[src/rtl/layer_ram_pkg.sv]
// rtl/layer_ram_pkg.sv - shared types and widths for the layer RAM loader
package layer_ram_pkg;

  typedef enum logic [1:0] {LD_IDLE, LD_ISSUE, LD_WAIT, LD_GAP} ld_state_t;

  localparam int LAYER_RAM_WORD_W = 16;
  localparam int LAYER_RAM_ADDR_W = 24;

endpackage

[src/rtl/layer_ram_loader_if.sv]
// rtl/layer_ram_loader_if.sv - host byte stream, layer RAM write handshake and status
interface layer_ram_loader_if
  import layer_ram_pkg::*;
#(
  parameter int LAYER_ID_W = 8,
  parameter int CNT_W      = LAYER_RAM_ADDR_W
);
  logic                        host_start;
  logic [LAYER_ID_W-1:0]       host_layer_id;
  logic                        host_byte_valid;
  logic [7:0]                  host_byte;
  logic                        host_byte_ready;
  logic                        host_end;
  logic                        ram_rdy;
  logic                        ctrl_write_en;
  logic [LAYER_ID_W-1:0]       ctrl_layerId;
  logic [LAYER_RAM_WORD_W-1:0] ctrl_write_data;
  logic                        pipe_hold;
  logic                        busy;
  logic                        done;
  logic [CNT_W-1:0]            words_written;
  logic                        err_start;

  modport master (
    output host_start, host_layer_id, host_byte_valid, host_byte, host_end, ram_rdy,
    input  host_byte_ready, ctrl_write_en, ctrl_layerId, ctrl_write_data,
    input  pipe_hold, busy, done, words_written, err_start
  );

  modport slave (
    input  host_start, host_layer_id, host_byte_valid, host_byte, host_end, ram_rdy,
    output host_byte_ready, ctrl_write_en, ctrl_layerId, ctrl_write_data,
    output pipe_hold, busy, done, words_written, err_start
  );
endinterface

[src/rtl/layer_ram_word_fifo.sv]
// rtl/layer_ram_word_fifo.sv - word FIFO with head and next-head peek
module layer_ram_word_fifo #(
  parameter int DEPTH = 8,
  parameter int WIDTH = 16
) (
  input  logic                       clk_n,
  input  logic                       rst,
  input  logic                       push,
  input  logic [WIDTH-1:0]           push_data,
  input  logic                       pop,
  output logic [WIDTH-1:0]           head,
  output logic [WIDTH-1:0]           head_next,
  output logic                       full,
  output logic                       empty,
  output logic [$clog2(DEPTH):0]     count
);
  localparam int AW = $clog2(DEPTH);
  localparam logic [AW-1:0] PTR_ONE  = AW'(1);
  localparam logic [AW:0]   CNT_ONE  = (AW+1)'(1);
  localparam logic [AW:0]   CNT_FULL = (AW+1)'(DEPTH);

  logic [WIDTH-1:0] mem [DEPTH];
  logic [AW-1:0]    rd_ptr;
  logic [AW-1:0]    wr_ptr;

  assign head      = mem[rd_ptr];
  assign head_next = mem[rd_ptr + PTR_ONE];
  assign full      = (count == CNT_FULL);
  assign empty     = (count == '0);

  always_ff @(posedge clk_n or negedge rst) begin
    if (!rst) begin
      rd_ptr <= '0;
      wr_ptr <= '0;
      count  <= '0;
    end else begin
      if (push) wr_ptr <= wr_ptr + PTR_ONE;
      if (pop)  rd_ptr <= rd_ptr + PTR_ONE;
      case ({push, pop})
        2'b10:   count <= count + CNT_ONE;
        2'b01:   count <= count - CNT_ONE;
        default: count <= count;
      endcase
    end
  end

  // Push+pop on a full FIFO rewrites the slot being popped, which is read before the edge.
  always_ff @(posedge clk_n) begin
    if (push) mem[wr_ptr] <= push_data;
  end
endmodule

[src/rtl/layer_ram_loader.sv]
// rtl/layer_ram_loader.sv - packs host bytes into words and drains them into the layer RAM
module layer_ram_loader
  import layer_ram_pkg::*;
#(
  parameter int FIFO_DEPTH = 8,
  parameter int LAYER_ID_W = 8,
  parameter int CNT_W      = LAYER_RAM_ADDR_W
) (
  input  logic               clk_n,
  input  logic               rst,
  layer_ram_loader_if.slave  bus
);
  localparam int FCW = $clog2(FIFO_DEPTH) + 1;
  localparam logic [FCW-1:0]   FIFO_ONE = FCW'(1);
  localparam logic [CNT_W-1:0] WW_ONE   = CNT_W'(1);

  ld_state_t                   state;
  logic                        end_seen;
  logic                        low_valid;
  logic [7:0]                  low_byte;
  logic                        byte_take;
  logic                        flush;
  logic                        fifo_push;
  logic                        fifo_pop;
  logic                        fifo_full;
  logic                        fifo_empty;
  logic [FCW-1:0]              fifo_count;
  logic [LAYER_RAM_WORD_W-1:0] fifo_din;
  logic [LAYER_RAM_WORD_W-1:0] fifo_head;
  logic [LAYER_RAM_WORD_W-1:0] fifo_head_next;
  logic                        more_after_pop;
  logic                        done_cond;

  // A low byte can always park in the packer; only a high byte needs FIFO room.
  assign bus.host_byte_ready = bus.busy & ~end_seen & (~fifo_full | ~low_valid);
  assign byte_take      = bus.host_byte_valid & bus.host_byte_ready;
  assign flush          = end_seen & low_valid & ~fifo_full;
  assign fifo_push      = (byte_take & low_valid) | flush;
  assign fifo_din       = flush ? {8'h00, low_byte} : {bus.host_byte, low_byte};
  assign fifo_pop       = (state == LD_GAP);
  assign more_after_pop = (fifo_count > FIFO_ONE) | fifo_push;
  assign done_cond      = bus.busy & end_seen & ~low_valid & fifo_empty & (state == LD_IDLE);

  layer_ram_word_fifo #(
    .DEPTH (FIFO_DEPTH),
    .WIDTH (LAYER_RAM_WORD_W)
  ) u_fifo (
    .clk_n     (clk_n),
    .rst       (rst),
    .push      (fifo_push),
    .push_data (fifo_din),
    .pop       (fifo_pop),
    .head      (fifo_head),
    .head_next (fifo_head_next),
    .full      (fifo_full),
    .empty     (fifo_empty),
    .count     (fifo_count)
  );

  always_ff @(posedge clk_n or negedge rst) begin
    if (!rst) begin
      state               <= LD_IDLE;
      end_seen            <= 1'b0;
      low_valid           <= 1'b0;
      low_byte            <= '0;
      bus.ctrl_write_en   <= 1'b0;
      bus.ctrl_layerId    <= '0;
      bus.ctrl_write_data <= '0;
      bus.pipe_hold       <= 1'b0;
      bus.busy            <= 1'b0;
      bus.done            <= 1'b0;
      bus.words_written   <= '0;
      bus.err_start       <= 1'b0;
    end else begin
      bus.done <= 1'b0;

      if (bus.host_start) begin
        if (bus.busy) begin
          bus.err_start <= 1'b1;
        end else begin
          bus.ctrl_layerId  <= bus.host_layer_id;
          bus.words_written <= '0;
          bus.err_start     <= 1'b0;
          bus.busy          <= 1'b1;
          bus.pipe_hold     <= 1'b1;
          end_seen          <= 1'b0;
          low_valid         <= 1'b0;
        end
      end

      if (bus.host_end && bus.busy) end_seen <= 1'b1;

      if (byte_take) begin
        low_valid <= ~low_valid;
        if (!low_valid) low_byte <= bus.host_byte;
      end
      if (flush) low_valid <= 1'b0;

      if (done_cond) begin
        bus.done      <= 1'b1;
        bus.busy      <= 1'b0;
        bus.pipe_hold <= 1'b0;
        end_seen      <= 1'b0;
      end

      case (state)
        LD_IDLE: begin
          if (bus.busy && !fifo_empty) begin
            state               <= LD_ISSUE;
            bus.ctrl_write_en   <= 1'b1;
            bus.ctrl_write_data <= fifo_head;
          end
        end
        LD_ISSUE: begin
          if (!bus.ram_rdy) state <= LD_WAIT;
        end
        LD_WAIT: begin
          if (bus.ram_rdy) begin
            state             <= LD_GAP;
            bus.ctrl_write_en <= 1'b0;
          end
        end
        LD_GAP: begin
          if (!(&bus.words_written)) bus.words_written <= bus.words_written + WW_ONE;
          // The next word is either already behind the head or being pushed right now.
          if (more_after_pop) begin
            state               <= LD_ISSUE;
            bus.ctrl_write_en   <= 1'b1;
            bus.ctrl_write_data <= (fifo_count > FIFO_ONE) ? fifo_head_next : fifo_din;
          end else begin
            state <= LD_IDLE;
          end
        end
        default: state <= LD_IDLE;
      endcase
    end
  end
endmodule
[src/flat_wrapper.sv]
// flat-port wrapper written by rule: the top's interface ports become plain ports
module layer_ram_loader_flat import layer_ram_pkg::*;
#(
  parameter int FIFO_DEPTH = 8,
  parameter int LAYER_ID_W = 8,
  parameter int CNT_W      = LAYER_RAM_ADDR_W
)
  (clk_n, rst, bus_host_start, bus_host_layer_id, bus_host_byte_valid, bus_host_byte, bus_host_end, bus_ram_rdy, bus_host_byte_ready, bus_ctrl_write_en, bus_ctrl_layerId, bus_ctrl_write_data, bus_pipe_hold, bus_busy, bus_done, bus_words_written, bus_err_start);
  layer_ram_loader_if #(.LAYER_ID_W(LAYER_ID_W), .CNT_W(CNT_W)) bus_i ();
  input  logic clk_n;
  input  logic rst;
  input wire logic [$bits(bus_i.host_start)-1:0] bus_host_start;
  input wire logic [$bits(bus_i.host_layer_id)-1:0] bus_host_layer_id;
  input wire logic [$bits(bus_i.host_byte_valid)-1:0] bus_host_byte_valid;
  input wire logic [$bits(bus_i.host_byte)-1:0] bus_host_byte;
  input wire logic [$bits(bus_i.host_end)-1:0] bus_host_end;
  input wire logic [$bits(bus_i.ram_rdy)-1:0] bus_ram_rdy;
  output wire logic [$bits(bus_i.host_byte_ready)-1:0] bus_host_byte_ready;
  output wire logic [$bits(bus_i.ctrl_write_en)-1:0] bus_ctrl_write_en;
  output wire logic [$bits(bus_i.ctrl_layerId)-1:0] bus_ctrl_layerId;
  output wire logic [$bits(bus_i.ctrl_write_data)-1:0] bus_ctrl_write_data;
  output wire logic [$bits(bus_i.pipe_hold)-1:0] bus_pipe_hold;
  output wire logic [$bits(bus_i.busy)-1:0] bus_busy;
  output wire logic [$bits(bus_i.done)-1:0] bus_done;
  output wire logic [$bits(bus_i.words_written)-1:0] bus_words_written;
  output wire logic [$bits(bus_i.err_start)-1:0] bus_err_start;
  assign bus_i.host_start = bus_host_start;
  assign bus_i.host_layer_id = bus_host_layer_id;
  assign bus_i.host_byte_valid = bus_host_byte_valid;
  assign bus_i.host_byte = bus_host_byte;
  assign bus_i.host_end = bus_host_end;
  assign bus_i.ram_rdy = bus_ram_rdy;
  assign bus_host_byte_ready = bus_i.host_byte_ready;
  assign bus_ctrl_write_en = bus_i.ctrl_write_en;
  assign bus_ctrl_layerId = bus_i.ctrl_layerId;
  assign bus_ctrl_write_data = bus_i.ctrl_write_data;
  assign bus_pipe_hold = bus_i.pipe_hold;
  assign bus_busy = bus_i.busy;
  assign bus_done = bus_i.done;
  assign bus_words_written = bus_i.words_written;
  assign bus_err_start = bus_i.err_start;
  layer_ram_loader #(.FIFO_DEPTH(FIFO_DEPTH), .LAYER_ID_W(LAYER_ID_W), .CNT_W(CNT_W)) u_core (.clk_n(clk_n), .rst(rst), .bus(bus_i));
endmodule
[config.mk]
export PLATFORM = sky130hd
export DESIGN_NAME = layer_ram_loader_flat
export DESIGN_NICKNAME = d
export VERILOG_FILES = /design/src/rtl/layer_ram_pkg.sv /design/src/rtl/layer_ram_loader_if.sv /design/src/rtl/layer_ram_word_fifo.sv /design/src/rtl/layer_ram_loader.sv /design/src/flat_wrapper.sv
export SDC_FILE = /design/constraint.sdc
export NUM_CORES = 1
export LEC_CHECK = 0
export CAP_MARGIN = 5
export CORE_MARGIN = 1.5
export CORE_UTILIZATION = 40
export CTS_BUF_LIST = sky130_fd_sc_hd__clkbuf_8
export DETAILED_ROUTE_END_ITERATION = 10
export GPL_TIMING_DRIVEN = 0
export MAX_ROUTING_LAYER = met4
export PLACE_DENSITY = 0.68
export SLEW_MARGIN = 20
export SYNTH_ARGS = -nofsm -noshare
export SYNTH_HDL_FRONTEND = slang
export SYNTH_HIERARCHICAL = 1
export SYNTH_SLANG_ARGS = --single-unit
[constraint.sdc]
create_clock -name clk_n -period 9.5 [get_ports clk_n]
set_clock_uncertainty 0.15 [all_clocks]
set_input_delay 1.425 -clock clk_n [delete_from_list [all_inputs] [get_ports clk_n]]
set_output_delay 1.425 -clock clk_n [all_outputs]
set_load 0.005 [all_outputs]
==> results of run 1 <==
routing by layer:
layer	GRT usage [%]	vias to the layer above	wire length, um
met5	-	-	0
met4	5.73	0	456
met3	2.71	35	1140
met2	32.2	171	11900
met1	25.3	3122	10200
li1	-	2756	-
registers in the layout, indices dropped and copies added (netlist names):
signal and cells:
u_core/low_valid 1, u_core/bus.ctrl_write_data 16, u_core/bus.pipe_hold 1, u_core/low_byte 8
u_core/state 2, u_core/u_fifo/wr_ptr 3, u_core/u_fifo/count 4, u_core/u_fifo/mem 128
u_core/bus.busy 1, u_core/bus.ctrl_write_en 1, u_core/bus.err_start 1, u_core/u_fifo/rd_ptr 3
u_core/end_seen 1, u_core/bus.done 1, u_core/bus.words_written 24, u_core/bus.ctrl_layerId 8
area by class of cell:
class | count | area [sq um]
clock buffers | 44 | 606
clock inverters | 22 | 135
flip-flops and latches | 203 | 5720
well taps | 324 | 405
fillers | 2030 | 12400
inverters | 11 | 41.3
plain buffers | 35 | 225
multi-input cells | 394 | 3980
repair buffers | 82 | 825
synth_stat cells (all sizes together), types with 2 or more instances:
master and count:
edfxtp 128, dfrtp 75, mux4 64, mux2 60, nor2 38, nand2 34
nand3 33, o21ai 30, buf 22, a21oi 19, mux2i 17, xor2 17
xnor2 14, clkbuf 13, ha 11, inv 11, nor3 10, and2 9
nand4 8, nand2b 4, nand3b 3, or3 3, and3 2, nor4b 2
o22ai 2
cells in the final DEF (no fill, tap or decap), types with 9 or more instances in the layout:
cell type,count
clkbuf_8,44
nand2_1,34
nand3_1,33
xor2_1,16
buf_4,10
mux2i_1,17
ha_1,11
inv_1,21
mux2_2,50
nor2_1,31
edfxtp_1,128
and2_1,9
mux4_1,24
xnor2_1,14
clkbuf_1,12
mux4_2,40
a21oi_1,19
clkdlybuf4s50_1,74
dfrtp_1,75
o21ai_0,28
mux2_4,10
cells by family after synthesis:
family          Yosys count  synth area share, %
simple gates            151                 7.75
compound gates           60                 3.38
buf+inv                  46                 2.69
xor+xnor                 31                 2.81
flops                   203                 57.6
mux                     141                 24.3
fa+ha+maj                11                 1.39
critical path: cells and delay by family, from the launching register on:
kind            cells  cell delay (ns)
flops               1             0.41
buf+inv             2             0.69
simple gates        1             0.63
compound gates      1             0.24
metrics by stage:
| step | hold slack (ns) | std cells |
|---|---|---|
| detailed placement | 0.317 | 1049 |
| finish | 0.331 | 1115 |
| CTS | 0.336 | 1115 |
| floorplan | 0.320 | 643 |
| global route | 0.356 | 1115 |
| global placement | 0.313 | 1042 |
worst max-delay path by stage:
| stage | from | cells past startpoint | slack [ns] | to |
|---|---|---|---|---|
| 4_1_cts | u_core/u_fifo/count[1]$_DFFE_PN0P_ | 4 | 5.41 | bus_host_byte_ready |
| 3_5_place_dp | bus_host_byte_valid | 6 | 5.13 | u_core/u_fifo/mem[3][11]$_DFFE_PP_ |
| 2_1_floorplan | bus_host_byte_valid | 4 | 5.61 | u_core/u_fifo/mem[1][0]$_DFFE_PP_ |
| 3_3_place_gp | bus_host_byte_valid | 5 | 3.54 | u_core/u_fifo/mem[1][9]$_DFFE_PP_ |
| 5_1_grt | u_core/u_fifo/count[1]$_DFFE_PN0P_ | 4 | 5.32 | bus_host_byte_ready |
| 6_report | u_core/u_fifo/count[1]$_DFFE_PN0P_ | 4 | 5.44 | bus_host_byte_ready |
power by group through the flow:
| stage | sequential (W) | combinational (W) | clock [W] |
|---|---|---|---|
| floorplan | 0.00128 | 0.00121 | 0 |
| global placement | 0.00130 | 0.00168 | 0 |
| detailed placement | 0.00131 | 0.00172 | 0 |
| CTS | 0.00130 | 0.00172 | 0.000834 |
| global route | 0.00132 | 0.00184 | 0.000872 |
| finish | 0.00130 | 0.00172 | 0.000812 |
==> impl_metrics.json, run 1 <==
{
  "final_nets": 796,
  "routabilityCongestion": 0.800,
  "tritoncts": "yes",
  "antenna_cells": 0,
  "synth_top_area_share_pct": 38.7,
  "pin_count": 76,
  "synthArstFlopShare_pct": 36.9,
  "wl_per_cell_um": 21.3,
  "track_usage_pct": 19.5,
  "slew_headroom_pct": 41.0,
  "synth_top_area_cell": "edfxtp_1",
  "first_pass_iters": 6,
  "drive_gt1_share_pct": 25.5,
  "die_w_um": 161,
  "ir_drop_mv": 0.142,
  "hold_depth": 2,
  "rr_worst_depth": 6,
  "p_clk_share_pct": 21.2,
  "post_cts_resized": 0,
  "clock.fmax_ghz": 0.246,
  "cts_sinks": 203,
  "crit_type": "register to output pin",
  "status": "finished, final reports clean",
  "path_cells": "clkbuf_1, nor4b_1, a211oi_1, clkdlybuf4s50_1",
  "die_y_um": 161,
  "grt_pass1_wl_um": 37000,
  "critical_path_required_ns": 7.93,
  "p_leak_nw": 4.37,
  "cts_buffer_depth": 3,
  "p_per_area_nw_per_um2": 320,
  "holdBufCountCts": 0,
  "htreeDepth": 2,
  "setup_viol": 0,
  "core-area_sq_um": 24300,
  "cts_buffers": 36,
  "setup_slack_ns": 5.44,
  "avgSynthCellArea_sq_um": 15.4,
  "cp_slowest_stage_delay_ns": 0.63,
  "seqPwrFrac_pct": 33.9,
  "area_growth_pct": 20.3,
  "start_util_pct": 40.8,
  "r2r_slack_ns": 6.27,
  "place_hpwl_um": 15500,
  "min_path_type": "register to register",
  "cts_setup_buffers": 0,
  "yosysSeqAreaShare_pct": 57.6,
  "cts_root_buffer": "clkbuf_8",
  "critPathArrivalTime_ns": 2.49,
  "synth.distinct_cells": 52,
  "drcViolationCount": 0,
  "yosysWarnings": 6,
  "dieArea_sq_um": 25800,
  "syn_inst": 643,
  "path_clk_slew_ns": 0.06,
  "synth_fp_nets": 676,
  "drv_cap": 0,
  "finalSetupTns_ns": 0,
  "rr_startpoint": "u_core/u_fifo/count[1]$_DFFE_PN0P_",
  "p_sw_share_pct": 34.3,
  "portBuffers": 75,
  "grt_max_degree": 47,
  "antenna_found_initial": 0,
  "comb_power_share_pct": 44.9,
  "hold_end": "u_core/bus.ctrl_layerId[0]$_DFFE_PN0P_",
  "fin_crit_sh_pct": 42.8,
  "insertion_delay_ns": 0.52,
  "hold_viol": 0,
  "drv_slew": 0,
  "crit_fanout": 8,
  "wl_um": 23700,
  "grt-ovfl-total": 0,
  "routed-via-count": 6084,
  "rsz0062_at_grt": "no",
  "grt_pass1_vias": 6245,
  "intPower_w": 0.00251,
  "dpl_cell_area_sq_um": 11200,
  "synthTopCellsByArea": "edfxtp_1 39%, dfrtp_1 19%, mux4_2 9.1%, mux4_1 6.4%, mux2_2 5.7%",
  "cpMaxStageDelayCell": "nor4b_1",
  "ys_seq_elements": 203,
  "worstMarginPinSlew_ns": 0.885,
  "endpoint_kind": "output pin",
  "rows": 57,
  "final_area_sq_um": 11900,
  "routed_via_density": 5.46,
  "final_util_pct": 49.1,
  "power.switching_w": 0.00131,
  "synthFlopType": "edfxtp_1",
  "dp_slack_ns": 5.13,
  "synth_edf_count": 128,
  "hp-start": "u_core/bus.ctrl_layerId[0]$_DFFE_PN0P_",
  "syn_area_sq_um": 9920,
  "startpoint_type": "register",
  "total_power_w": 0.00383,
  "drtAntennaViolNets": 0,
  "r2r-end": "u_core/u_fifo/mem[3][8]$_DFFE_PP_",
  "drt_iter0_markers": 394,
  "period_needed_ns": 4.06
}
Note: power is estimated with default switching activity, not from simulation.
==> run 2: changes to the inputs <==
==> constraint.sdc (replaced) <==
create_clock -name clk_n -period 3.9 [get_ports clk_n]
set_clock_uncertainty 0.15 [all_clocks]
set_input_delay 0.585 -clock clk_n [delete_from_list [all_inputs] [get_ports clk_n]]
set_output_delay 0.585 -clock clk_n [all_outputs]
set_load 0.005 [all_outputs]
==> run 2 against run 1 <==
Net effect: first-iteration DRC count shrank 1.0%; non-clock buffer count grew 1; clock power grew 140%; critical path type is now register to register.
==> impl_metrics.json, run 2 (synthesis gave the netlist of run 1 again) <==
{
  "hold_slack_ns": 0.328,
  "wl_um": 23800,
  "drv_cap": 0,
  "grt_max_degree": 47,
  "start_util_pct": 40.8,
  "fillers": 2029,
  "antenna_found_initial": 0,
  "die_w_um": 161,
  "place_hpwl_um": 15500,
  "reg_top3": "u_core/u_fifo/mem x128, u_core/bus.words_written x24, u_core/bus.ctrl_write_data x16",
  "routed-via-count": 6097,
  "p_per_area_nw_per_um2": 780,
  "clock.fmax_ghz": 0.308,
  "path_clk_slew_ns": 0.06,
  "path_cells": "clkbuf_1, nor4b_1, nor3_1, nand2_1, nor2_2, buf_6",
  "rsz0062_at_grt": "no",
  "core-area_sq_um": 24300,
  "drcViolationCount": 0,
  "startpoint_type": "register",
  "critical_path_required_ns": 3.98,
  "setup_slack_ns": 0.652,
  "cpMaxStageDelayCell": "nor3_1",
  "largest-register": "u_core/u_fifo/mem",
  "largest_register_ff_count": 128,
  "insertion_delay_ns": 0.52,
  "period_needed_ns": 3.25,
  "grt_pass1_vias": 6247,
  "antenna_cells": 0,
  "worstMarginPinSlew_ns": 0.885,
  "endpoint_kind": "register",
  "routed_via_density": 5.46,
  "layout_common_cells": "128 x edfxtp_1, 75 x dfrtp_1, 74 x clkdlybuf4s50_1",
  "p_leak_nw": 4.37,
  "ir_drop_mv": 0.344,
  "status": "finished, final reports clean",
  "portBuffers": 75,
  "first_pass_iters": 4,
  "grt-ovfl-total": 0,
  "cts_sinks": 203,
  "dieArea_sq_um": 25800,
  "drive_gt1_share_pct": 25.5,
  "critPathArrivalTime_ns": 3.32,
  "startpoint": "u_core/u_fifo/count[1]$_DFFE_PN0P_",
  "pin_count": 76,
  "drv_slew": 0,
  "setup_viol": 0,
  "grt_pass1_wl_um": 37000,
  "hp-start": "u_core/bus.ctrl_layerId[0]$_DFFE_PN0P_",
  "track_usage_pct": 19.5,
  "wl_per_cell_um": 21.3,
  "routabilityCongestion": 0.800,
  "cts_buffer_depth": 3,
  "crit_type": "register to register",
  "crit_family": "simple AND/OR/NAND/NOR gates",
  "fin_crit_sh_pct": 83.3,
  "cts_root_buffer": "clkbuf_8",
  "slew_headroom_pct": 41.0,
  "final_common_cell": "edfxtp_1",
  "finalSetupTns_ns": 0,
  "rr_startpoint": "u_core/u_fifo/count[1]$_DFFE_PN0P_",
  "min_path_type": "register to register",
  "area_growth_pct": 20.4,
  "dp_slack_ns": 0.371,
  "rows": 57,
  "drtAntennaViolNets": 0,
  "tritoncts": "yes",
  "cp_slowest_stage_delay_ns": 0.73,
  "final_nets": 797,
  "crit_fanout": 9,
  "hold_viol": 0,
  "drt_iter0_markers": 390,
  "cts_buffers": 36,
  "cp.buffers_inverters": 2,
  "die_y_um": 161,
  "htreeDepth": 2
}
run 2: worst paths after layout:
check	endpoint	slack, ns	cells past startpoint
max in group asynchronous	u_core/bus.ctrl_layerId[2]$_DFFE_PN0P_	2.46	3
max reg2reg	u_core/u_fifo/mem[3][12]$_DFFE_PP_	0.65	6
min in group asynchronous	u_core/u_fifo/count[2]$_DFFE_PN0P_	0.51	2
max	u_core/u_fifo/mem[3][12]$_DFFE_PP_	0.65	6
min	u_core/bus.ctrl_layerId[0]$_DFFE_PN0P_	0.33	2
min reg2reg	u_core/bus.ctrl_layerId[0]$_DFFE_PN0P_	0.33	2
run 2: repair_timing:
item | in CTS | in global routing
buffers inserted | 0 | 0
hold endpoints to repair | 39 | 0
hold buffers | 1 | 0
gates resized for setup | 0 | 0
run 2: area by class of cell:
| class | instances | area, sq um | area share (%) |
|---|---|---|---|
| flip-flops and latches | 203 | 5720 | 47.9 |
| plain buffers | 35 | 225 | 1.88 |
| well taps | 324 | 405 | 3.39 |
| clock inverters | 22 | 135 | 1.13 |
| clock buffers | 44 | 606 | 5.07 |
| multi-input cells | 394 | 3980 | 33.3 |
| repair buffers | 83 | 835 | 6.98 |
| inverters | 11 | 41.3 | 0.346 |
run 2: layer usage:
metal / GRT usage (%) / vias to the layer above / routed length (um)
li1: - / 2759 / -
met1: 25.3 / 3124 / 10300
met2: 32.2 / 180 / 12000
met3: 2.71 / 34 / 1070
met4: 5.73 / 0 / 432
met5: - / - / 0
run 2: per-stage QoR:
stage                     power (W)  util, %  cell area [sq um]  std cells
after floorplan             0.00605        -               9920        643
after global placement      0.00728     45.6              11100       1042
after detailed placement    0.00738     46.0              11200       1049
after CTS                   0.00939     49.1              11900       1116
after global routing        0.00983     49.1              11900       1116
final                       0.00932     49.1              11900       1116
run 2: power by group:
| part | switching, W | internal (W) | total, W |
|---|---|---|---|
| clock network | 0.000878 | 0.00110 | 0.00198 |
| registers | 0.000356 | 0.00281 | 0.00316 |
| logic | 0.00196 | 0.00221 | 0.00418 |
run 2: tightest hold or removal path, delay by kind of cell, from the launching register on:
family           cells  cell delay (ns)
flip-flops           1             0.34
AND/OR/NAND/NOR      2             0.10
==> run 3: changes to the inputs <==
--- a/config.mk
+++ b/config.mk
@@ -12,7 +12,7 @@
 export DETAILED_ROUTE_END_ITERATION = 10
 export GPL_TIMING_DRIVEN = 0
 export MAX_ROUTING_LAYER = met4
-export PLACE_DENSITY = 0.68
+export PLACE_DENSITY = 0.7
 export SLEW_MARGIN = 20
 export SYNTH_ARGS = -nofsm -noshare
 export SYNTH_HDL_FRONTEND = slang
==> constraint.sdc (replaced) <==
create_clock -name clk_n -period 2.9 [get_ports clk_n]
set_clock_uncertainty 0.15 [all_clocks]
set_input_delay 0.435 -clock clk_n [delete_from_list [all_inputs] [get_ports clk_n]]
set_output_delay 0.435 -clock clk_n [all_outputs]
set_load 0.005 [all_outputs]
==> run 3 against run 2 <==
Net effect: first-iteration DRC count rose by 41%; wire length decreased by 1.2%; clock power rose by 23%; sequential power is 35% higher; die area unchanged; non-clock buffer count rose by 3; combinational power up 36%; design area is 0.64% higher; critical path type is now register to output pin; largest power group unchanged; highest routed layer unchanged.
==> impl_metrics.json, run 3 (synthesis gave the netlist of run 1 again) <==
{
  "status": "finished, final reports clean",
  "ir_drop_mv": 0.497,
  "final_nets": 800,
  "rr_worst_depth": 7,
  "track_usage_pct": 19.2,
  "startpoint_type": "register",
  "crit_fanout": 8,
  "portBuffers": 75,
  "final_common_cell": "edfxtp_1",
  "drcViolationCount": 0,
  "worstMarginPinSlew_ns": 0.890,
  "wl_per_cell_um": 21.0,
  "drtAntennaViolNets": 0,
  "grt-ovfl-total": 0,
  "die_y_um": 161,
  "insertion_delay_ns": 0.52,
  "start_util_pct": 40.8,
  "drt_iter0_markers": 549,
  "area_growth_pct": 21.2,
  "reg_top3": "u_core/u_fifo/mem x128, u_core/bus.words_written x24, u_core/bus.ctrl_write_data x16",
  "slew_headroom_pct": 40.7,
  "hold_viol": 0,
  "routed-via-count": 6177,
  "drive_gt1_share_pct": 25.1,
  "p_leak_nw": 4.39,
  "largest-register": "u_core/u_fifo/mem",
  "path_clk_slew_ns": 0.06,
  "wl_um": 23500,
  "r2r_slack_ns": 0.20,
  "crit_type": "register to output pin",
  "drv_cap": 0,
  "drv_slew": 0,
  "cts_sinks": 203,
  "critPathArrivalTime_ns": 2.21,
  "layout_common_cells": "128 x edfxtp_1, 75 x dfrtp_1, 74 x clkdlybuf4s50_1",
  "tritoncts": "yes",
  "setup_slack_ns": 0.101,
  "total_power_w": 0.0124,
  "fin_crit_sh_pct": 96.5,
  "first_pass_iters": 5,
  "cts_buffers": 36,
  "grt_pass1_wl_um": 36200,
  "htreeDepth": 2,
  "cts_root_buffer": "clkbuf_8",
  "place_hpwl_um": 15700,
  "clock.fmax_ghz": 0.357,
  "p_per_area_nw_per_um2": 1030,
  "grt_pass1_vias": 6320,
  "endpoint_kind": "output pin",
  "cts_buffer_depth": 3,
  "grt_max_degree": 45,
  "antenna_cells": 0,
  "min_path_type": "input port to async pin",
  "pin_count": 76,
  "antenna_found_initial": 0,
  "dieArea_sq_um": 25800,
  "largest_register_ff_count": 128,
  "setup_viol": 0,
  "die_w_um": 161,
  "period_needed_ns": 2.80,
  "rows": 57,
  "core-area_sq_um": 24300,
  "routabilityCongestion": 0.796,
  "routed_via_density": 5.53,
  "critical_path_required_ns": 2.32,
  "dp_slack_ns": -0.570
}
## run 3: cell count changes in the layout (fill, tap and decap cells not counted), sizes merged
cell	delta
clkbuf	-7
clkinv	+4
buf	+3
inv	+2
## run 3: critical path: stages (launching register included)
cell	delay, ns
dfrtp_1	0.41
clkbuf_2	0.20
nor4b_4	0.44
a211oi_1	0.18
clkdlybuf4s50_1	0.48
## run 3: power breakdown
part	internal, W	total [W]	switching [W]
Sequential	0.00377	0.00427	0.000502
Clock	0.00128	0.00244	0.00116
Combinational	0.00303	0.00568	0.00264
## run 3: final cells by class
| class | instances | area (sq um) |
|---|---|---|
| plain buffers | 34 | 231 |
| clock buffers | 37 | 509 |
| clock inverters | 28 | 146 |
| fillers | 2052 | 12300 |
| inverters | 11 | 41.3 |
| multi-input cells | 394 | 4020 |
| flip-flops and latches | 203 | 5720 |
| well taps | 324 | 405 |
| repair buffers | 87 | 951 |
## run 3: per-layer routing
layer	part of all wire, %	track usage [%]	vias to the layer above
li1	-	-	2758
met1	42	24.2	3174
met4	2.7	7.22	0
met5	0	-	-
met2	50	31.4	194
met3	5.1	3.15	51
## run 3: through the flow
stage | util [%] | hold WS [ns] | setup TNS (ns) | instances | instance area, sq um
global route | 49.4 | 0.274 | -0.0123 | 1118 | 12000
finish | 49.4 | 0.281 | 0 | 1118 | 12000
detailed placement | 46.3 | 0.299 | -63.53 | 1050 | 11300
floorplan | - | -0.0106 | 0 | 643 | 9930
global placement | 45.6 | 0.307 | -286.20 | 1042 | 11100
CTS | 49.4 | 0.260 | -0.770 | 1119 | 12000
## run 3: worst paths after layout
check / start / to
max: u_core/u_fifo/count[1]$_DFFE_PN0P_ / bus_host_byte_ready
min: rst / u_core/bus.ctrl_write_data[14]$_DFFE_PN0P_
max reg2reg: u_core/u_fifo/rd_ptr[0]$_DFFE_PN0P_ / u_core/bus.ctrl_write_data[6]$_DFFE_PN0P_
min reg2reg: u_core/bus.ctrl_layerId[0]$_DFFE_PN0P_ / u_core/bus.ctrl_layerId[0]$_DFFE_PN0P_
max in group asynchronous: rst / u_core/bus.words_written[23]$_DFF_PN0_
min in group clk_n: bus_host_layer_id[4] / u_core/bus.ctrl_layerId[4]$_DFFE_PN0P_
## run 3: timing repair
item | 4_1_cts | 5_1_grt
hold buffers | 1 | 0
endpoints found under the hold margin | 31 | 0
endpoints found under the setup margin | 142 | 72
resized for setup | 8 | 5
pin swaps | 3 | 0
buffers inserted | 3 | 0
